<file path="src/rtl/sram_port_arbiter.sv">
// Arbitrates the single-port sample SRAM between the loader (writes) and the
// distance engine (reads), and runs a self-timed whole-array clear.
module sram_port_arbiter #(
    parameter int ADDR_W    = 12,
    parameter int DATA_W    = 16,
    parameter int MAX_BURST = 4
) (
    input  logic              clk,
    input  logic              rst_n,
    input  logic              wr_req,
    input  logic [ADDR_W-1:0] wr_addr,
    input  logic [DATA_W-1:0] wr_data,
    output logic              wr_gnt,
    input  logic              rd_req,
    input  logic [ADDR_W-1:0] rd_addr,
    output logic              rd_gnt,
    output logic              rd_valid,
    output logic [DATA_W-1:0] rd_data,
    input  logic              clr_start,
    output logic              clr_busy,
    output logic              clr_done,
    output logic [ADDR_W-1:0] mem_a,
    output logic [DATA_W-1:0] mem_di,
    output logic              mem_web,
    output logic              mem_cs,
    input  logic [DATA_W-1:0] mem_do
);

    localparam int BURST_W = $clog2(MAX_BURST + 1);
    localparam logic [BURST_W-1:0] BURST_MAX = BURST_W'(MAX_BURST);

    typedef enum logic {ST_SERVE, ST_CLEAR} state_t;

    state_t             state, state_nxt;
    logic [BURST_W-1:0] burst_cnt, burst_nxt;
    logic [ADDR_W-1:0]  clr_cnt, clr_nxt;
    logic               clr_last;
    logic               rd_win, wr_win;
    logic               rd_p1, rd_p2;

    assign clr_last = &clr_cnt;
    assign clr_busy = (state == ST_CLEAR);

    // Handshake: a request is held with its address/data stable until its
    // grant is high in the same cycle; the transfer happens in that cycle.
    assign rd_gnt = rd_win & rst_n;
    assign wr_gnt = wr_win & rst_n;

    always_comb begin
        state_nxt = state;
        clr_nxt   = clr_cnt;
        rd_win    = 1'b0;
        wr_win    = 1'b0;
        case (state)
            ST_SERVE: begin
                if (clr_start) begin
                    state_nxt = ST_CLEAR;
                    clr_nxt   = '0;
                end else if (rd_req && (burst_cnt < BURST_MAX)) begin
                    rd_win = 1'b1;
                end else if (wr_req) begin
                    wr_win = 1'b1;
                end
            end
            ST_CLEAR: begin
                clr_nxt = clr_cnt + 1'b1;
                if (clr_last) state_nxt = ST_SERVE;
            end
            default: state_nxt = ST_SERVE;
        endcase
    end

    // Reads may only starve a pending write for MAX_BURST consecutive grants.
    always_comb begin
        burst_nxt = burst_cnt;
        if (!wr_req || wr_win)
            burst_nxt = '0;
        else if (rd_win && (burst_cnt != BURST_MAX))
            burst_nxt = burst_cnt + 1'b1;
    end

    always_ff @(posedge clk or negedge rst_n) begin
        if (!rst_n) begin
            state     <= ST_SERVE;
            burst_cnt <= '0;
            clr_cnt   <= '0;
            clr_done  <= 1'b0;
        end else begin
            state     <= state_nxt;
            burst_cnt <= burst_nxt;
            clr_cnt   <= clr_nxt;
            clr_done  <= (state == ST_CLEAR) && clr_last;
        end
    end

    // Every SRAM pin is registered; address and data hold when idle.
    always_ff @(posedge clk or negedge rst_n) begin
        if (!rst_n) begin
            mem_a   <= '0;
            mem_di  <= '0;
            mem_web <= 1'b1;
            mem_cs  <= 1'b0;
        end else if (state == ST_CLEAR) begin
            mem_a   <= clr_cnt;
            mem_di  <= '0;
            mem_web <= 1'b0;
            mem_cs  <= 1'b1;
        end else if (wr_win) begin
            mem_a   <= wr_addr;
            mem_di  <= wr_data;
            mem_web <= 1'b0;
            mem_cs  <= 1'b1;
        end else if (rd_win) begin
            mem_a   <= rd_addr;
            mem_web <= 1'b1;
            mem_cs  <= 1'b1;
        end else begin
            mem_web <= 1'b1;
            mem_cs  <= 1'b0;
        end
    end

    // Read return: pins registered, SRAM samples, mem_do captured -> 3 cycles.
    always_ff @(posedge clk or negedge rst_n) begin
        if (!rst_n) begin
            rd_p1    <= 1'b0;
            rd_p2    <= 1'b0;
            rd_valid <= 1'b0;
            rd_data  <= '0;
        end else begin
            rd_p1    <= rd_win;
            rd_p2    <= rd_p1;
            rd_valid <= rd_p2;
            if (rd_p2) rd_data <= mem_do;
        end
    end

endmodule
</file>
<file path="config.mk">
export PLATFORM = sky130hd
export DESIGN_NAME = sram_port_arbiter
export DESIGN_NICKNAME = d
export VERILOG_FILES = /design/src/rtl/sram_port_arbiter.sv
export SDC_FILE = /design/constraint.sdc
export NUM_CORES = 1
export LEC_CHECK = 0
export CAP_MARGIN = 20
export CORE_ASPECT_RATIO = 0.75
export CORE_MARGIN = 4
export CORE_UTILIZATION = 45
export DETAILED_ROUTE_END_ITERATION = 16
export MAX_ROUTING_LAYER = met4
export PLACE_DENSITY = 0.81
export SLEW_MARGIN = 15
export SYNTH_ARGS = -nofsm -noshare
export SYNTH_HDL_FRONTEND = slang
export SYNTH_SLANG_ARGS = --single-unit
</file>
<file path="constraint.sdc">
create_clock -name clk -period 3 [get_ports clk]
set_clock_uncertainty 0.05 [all_clocks]
set_input_delay 0.9 -clock clk [delete_from_list [all_inputs] [get_ports clk]]
set_output_delay 0.9 -clock clk [all_outputs]
set_load 0.05 [all_outputs]
</file>
Word-level counts from Yosys, hierarchy flattened:

Cells that the tools add are included.

* $add $sub $neg: 2
* order comparisons: 1
* equality and inequality tests: 2
* mux-type cells: 24
* bitwise operators: 3
* reduce and logical (&&, ||, !) cells: 9

Operators with widths (count)
* 2-to-1 mux 12 bit: 4
* 2-to-1 mux 16 bit: 2
* one-hot mux 12 bit (2 select lines): 1
* 2-to-1 mux 1 bit: 14
* adder 12 x 1 -> 12 bit, second input constant: 1
* AND reduction 12 bit: 1
* 2-to-1 mux 3 bit: 2
* nonzero test 2 bit: 2
* adder 3 x 1 -> 3 bit, second input constant: 1
* logical AND 1 bit: 3
* less-than comparator 3 bit, second input constant: 1
* inequality test 3 bit, second input constant: 1
* nonzero test 3 bit: 1
* bitwise AND 1 bit: 2
* inequality test 2 bit, second input constant: 1
* one-hot mux 1 bit (2 select lines): 1
* logical NOT 1 bit: 1
* logical OR 1 bit: 1
* inverter 1 bit: 1

* flip-flop bits (word level): 66
* input port bits: 61
* output and inout bits: 51
* word-level logic and storage cells: 53

Logic depth before layout (Yosys ltp):

* depth in word-level cells: 8
* gate-level depth with buffers: 6
* gate-level depth less buffers: 4

Worst setup path before layout:

OpenSTA, ideal clock, no wires.

* path kind: in2out
* start: in clr_start
* end: out wr_gnt
* arrival: 2079 ps
* required time: 2050 ps
* setup slack: -29 ps
* stages: 6
* path buffers: 3
* cell sequence: buf_2 -> nor2_2 -> and3_1 -> buf_6 -> buf_6 -> and2_1

* longest elaborated chain between the ends: 3

Ends and longest elaborated chain
* start, declared: RTL line 19 `input logic clr_start,`
* 2-to-1 mux 1 bit: RTL line 56 `if (clr_start) begin`
* 2-to-1 mux 1 bit: RTL line 54 `case (state)`
* bitwise AND 1 bit: RTL line 47 `assign wr_gnt = wr_win & rst_n;`
* end, declared: RTL line 13 `output logic wr_gnt,`

No other way between the ends.

Final worst setup path:

* start: in wr_req
* end: out wr_gnt

* longest elaborated chain between the ends: 5

Ends and longest elaborated chain
* start, declared: RTL line 10 `input logic wr_req,`
* 2-to-1 mux 1 bit: RTL line 61 `end else if (wr_req) begin`
* 2-to-1 mux 1 bit: RTL line 59 `end else if (rd_req && (burst_cnt < BURST_MAX)) begin`
* 2-to-1 mux 1 bit: RTL line 56
* 2-to-1 mux 1 bit: RTL line 54
* bitwise AND 1 bit: RTL line 47

No other way between the ends.

==> results.yml <==
run_status:
  status: "completed"
placement:
  post-place-cells: 445
  hpwlAfterDp_mm: 6.19
  io_buffer_count: 111
  gp_congestion: 0.782
clocking:
  clk_latency_ps: 340
  clock_path_buffers: 2
  cts_tree: "built"
  post_cts_buffers: 0
  clk_pin_slew_worst_paths_ps: 60
  htreeDepth: 3
  cts_made_buffers: 9
  cts-root-buf: "clkbuf_8"
  cts_sinks: 66
route:
  wl_per_cell_um: 18.3
  viasPerCell: 5.68
  drt-initial-drc-count: 182
  firstDrtPassIters: 4
  vias: 2617
  drc: 0
  ant_nets: 0
  postRouteWirelength_mm: 8.43
logic_synthesis:
  postSynthAreaPerCell_um2: 11.7
  yosys_warnings: 0
  synth_async_sr_flop_share_pct: 100
  yosysSeqAreaShare_pct: 53.7
  yosysTopAreaCell: "dfrtp_1"
  synth_common_cells: "dfrtp_1, inv_1, a22o_1, mux2_2, and2_1"
  synth_area_leaders: "dfrtp_1, mux2_2, a22o_1"
  yosys.area.top_type_share_pct: 52.9
  synth_cell_types: 37
  syn_nets: 326
  syn-cell-area_um2: 3080
  synth_cells: 262
  synth_flop_cell: "dfrtp_1"
  synth_edf_count: 0
  yosysMostFrequentCell: "dfrtp_1"
  synth-seq-cells: 66
sta:
  rsz0062_at_grt: "no"
  drv_slew: 0
  finalHoldViolCount: 0
  fin_tns_setup_ps: 0
  finalSetupViolations: 0
  layout_min_cycle_time_ps: 2890
  fmax_mhz: 346
  maxSlewHeadroom_pct: 50.6
  worstMarginPinSlew_ps: 741
  post-route-period-util_pct: 96.3
global_route:
  grt_max_degree: 36
  grt_pass1_vias: 2593
  antenna_found_initial: 0
  grt_pass1_wl_mm: 13.3
  grt_use_total_pct: 21.4
  overflow: 0
cells_and_area:
  layout-drive-gt1-share_pct: 14.7
  final_cells: 461
  diodes: 0
  postLayoutCoreUtil_pct: 69.1
  nNetsFinal: 439
  area_delta_synth_final_pct: 45.5
floorplan:
  core_area_um2: 6470
  io_pins: 112
  dieWidth_um: 103
  die_h_um: 79.6
  start_util_pct: 47.5
  rows: 25
  die_area_um2: 8240
pwr:
  cellLeakagePower_nw: 1.88
  ir_worst_vdd_v: 0.000412
  power.density_nw_per_um2: 610
setup_path:
  end_kind: "output pin"
  worstPathArrival_ps: 1940
  start_kind: "input port"
  required_ps: 2050
  crit_fanout: 2
  worstSetupPathType: "in2out"
job:
  drv_cap: 0
hold_path:
  min-delay-path-class: "reg2reg"
logic make-up (layout without fill, tap and decap cells):
family / Yosys count / in the layout / synth area share (%)
AND/OR/NAND/NOR: 60 / 60 / 12.2
flip-flops: 66 / 66 / 53.7
buffers and inverters: 40 / 158 / 6.06
AO/OA/AOI/OAI: 74 / 74 / 19.9
multiplexers: 19 / 19 / 6.83
adder cells (fa/ha/maj): 3 / 3 / 1.22
where the power goes:
group | switching [mW] | leakage [nW] | internal (mW)
clock | 0.350 | 0.0882 | 0.322
combinational | 0.536 | 0.945 | 0.366
sequential | 0.125 | 0.845 | 1.03
total | 1.01 | 1.88 | 1.72
cells in the final DEF, fill, tap and decap left out, types with 3 or more instances in the layout:
cell             count
a211o_1             12
a22o_1              16
a32oi_1             12
a41oi_1             12
and2_1              13
buf_4               14
clkbuf_8            10
clkdlybuf4s50_1    105
dfrtp_1             65
ha_1                 3
inv_1               18
mux2_2              16
mux2i_1              3
nand2_1             10
nand3_1              6
nand4_1              3
nor2b_1              5
nor4b_1             12
o21ai_0              5
o311ai_0             4
o41ai_1              4
layout make-up:
type / instances / area, um2
fillers: 477 / 2000
clock buffers: 10 / 138
well taps: 81 / 101
repair buffers: 124 / 1220
inverters: 18 / 67.6
flip-flops and latches: 66 / 1650
multi-input cells: 156 / 1250
clock inverters: 6 / 42.5
metrics by stage:
step | cell area [um2] | setup WS (ps) | hold slack, ps | total power, mW
6_report | 4480 | 111 | 301 | 2.73
3_3_place_gp | 4280 | -3.47 | 281 | 2.05
2_1_floorplan | 3080 | 99.6 | 281 | 1.71
5_1_grt | 4480 | 96.4 | 306 | 2.89
4_1_cts | 4460 | 0.726 | 303 | 2.75
3_5_place_dp | 4280 | -16.1 | 288 | 2.08
final timing paths:
kind	startpoint	end	slack, ps	cells after the start
worst min-delay path	rd_p1$_DFF_PN0_	rd_p2$_DFF_PN0_	300	0
worst max-delay path	wr_req	wr_gnt	110	4
max in group asynchronous	rst_n	clr_cnt[3]$_DFFE_PN0P_	1990	2
min in group asynchronous	rst_n	mem_di[0]$_DFFE_PN0N_	590	2
worst min register to register	rd_p1$_DFF_PN0_	rd_p2$_DFF_PN0_	300	0
worst max register to register	burst_cnt[2]$_DFFE_PN0P_	mem_di[12]$_DFFE_PN0N_	900	4
critical path, cell delays in order:
cell             delay [ps]
clkdlybuf4s50_1         520
and3_4                  200
and2_2                  180
buf_12                  140
state kept, by name (all words and copies together), names as in the netlist:
register / cells
burst_cnt: 3
clr_busy: 1
clr_cnt: 12
clr_done: 1
mem_a: 12
mem_cs: 1
mem_di: 16
mem_web: 1
rd_data: 16
rd_p1: 1
rd_p2: 1
rd_valid: 1
repair_timing:
item,CTS,global route
cloned,0,0
setup endpoints to repair,1,2
pin swaps,0,0
hold buffers,0,0
gates resized for setup,1,3
layer usage:
layer / track usage [%] / vias up / share of wire (%)
met4: 3.75 / 0 / 0.17
li1: - / 1220 / -
met3: 7.07 / 4 / 9.7
met1: 29.5 / 1253 / 45
met2: 31.4 / 140 / 46
met5: - / - / 0
Note: power is estimated with default switching activity, not from simulation.
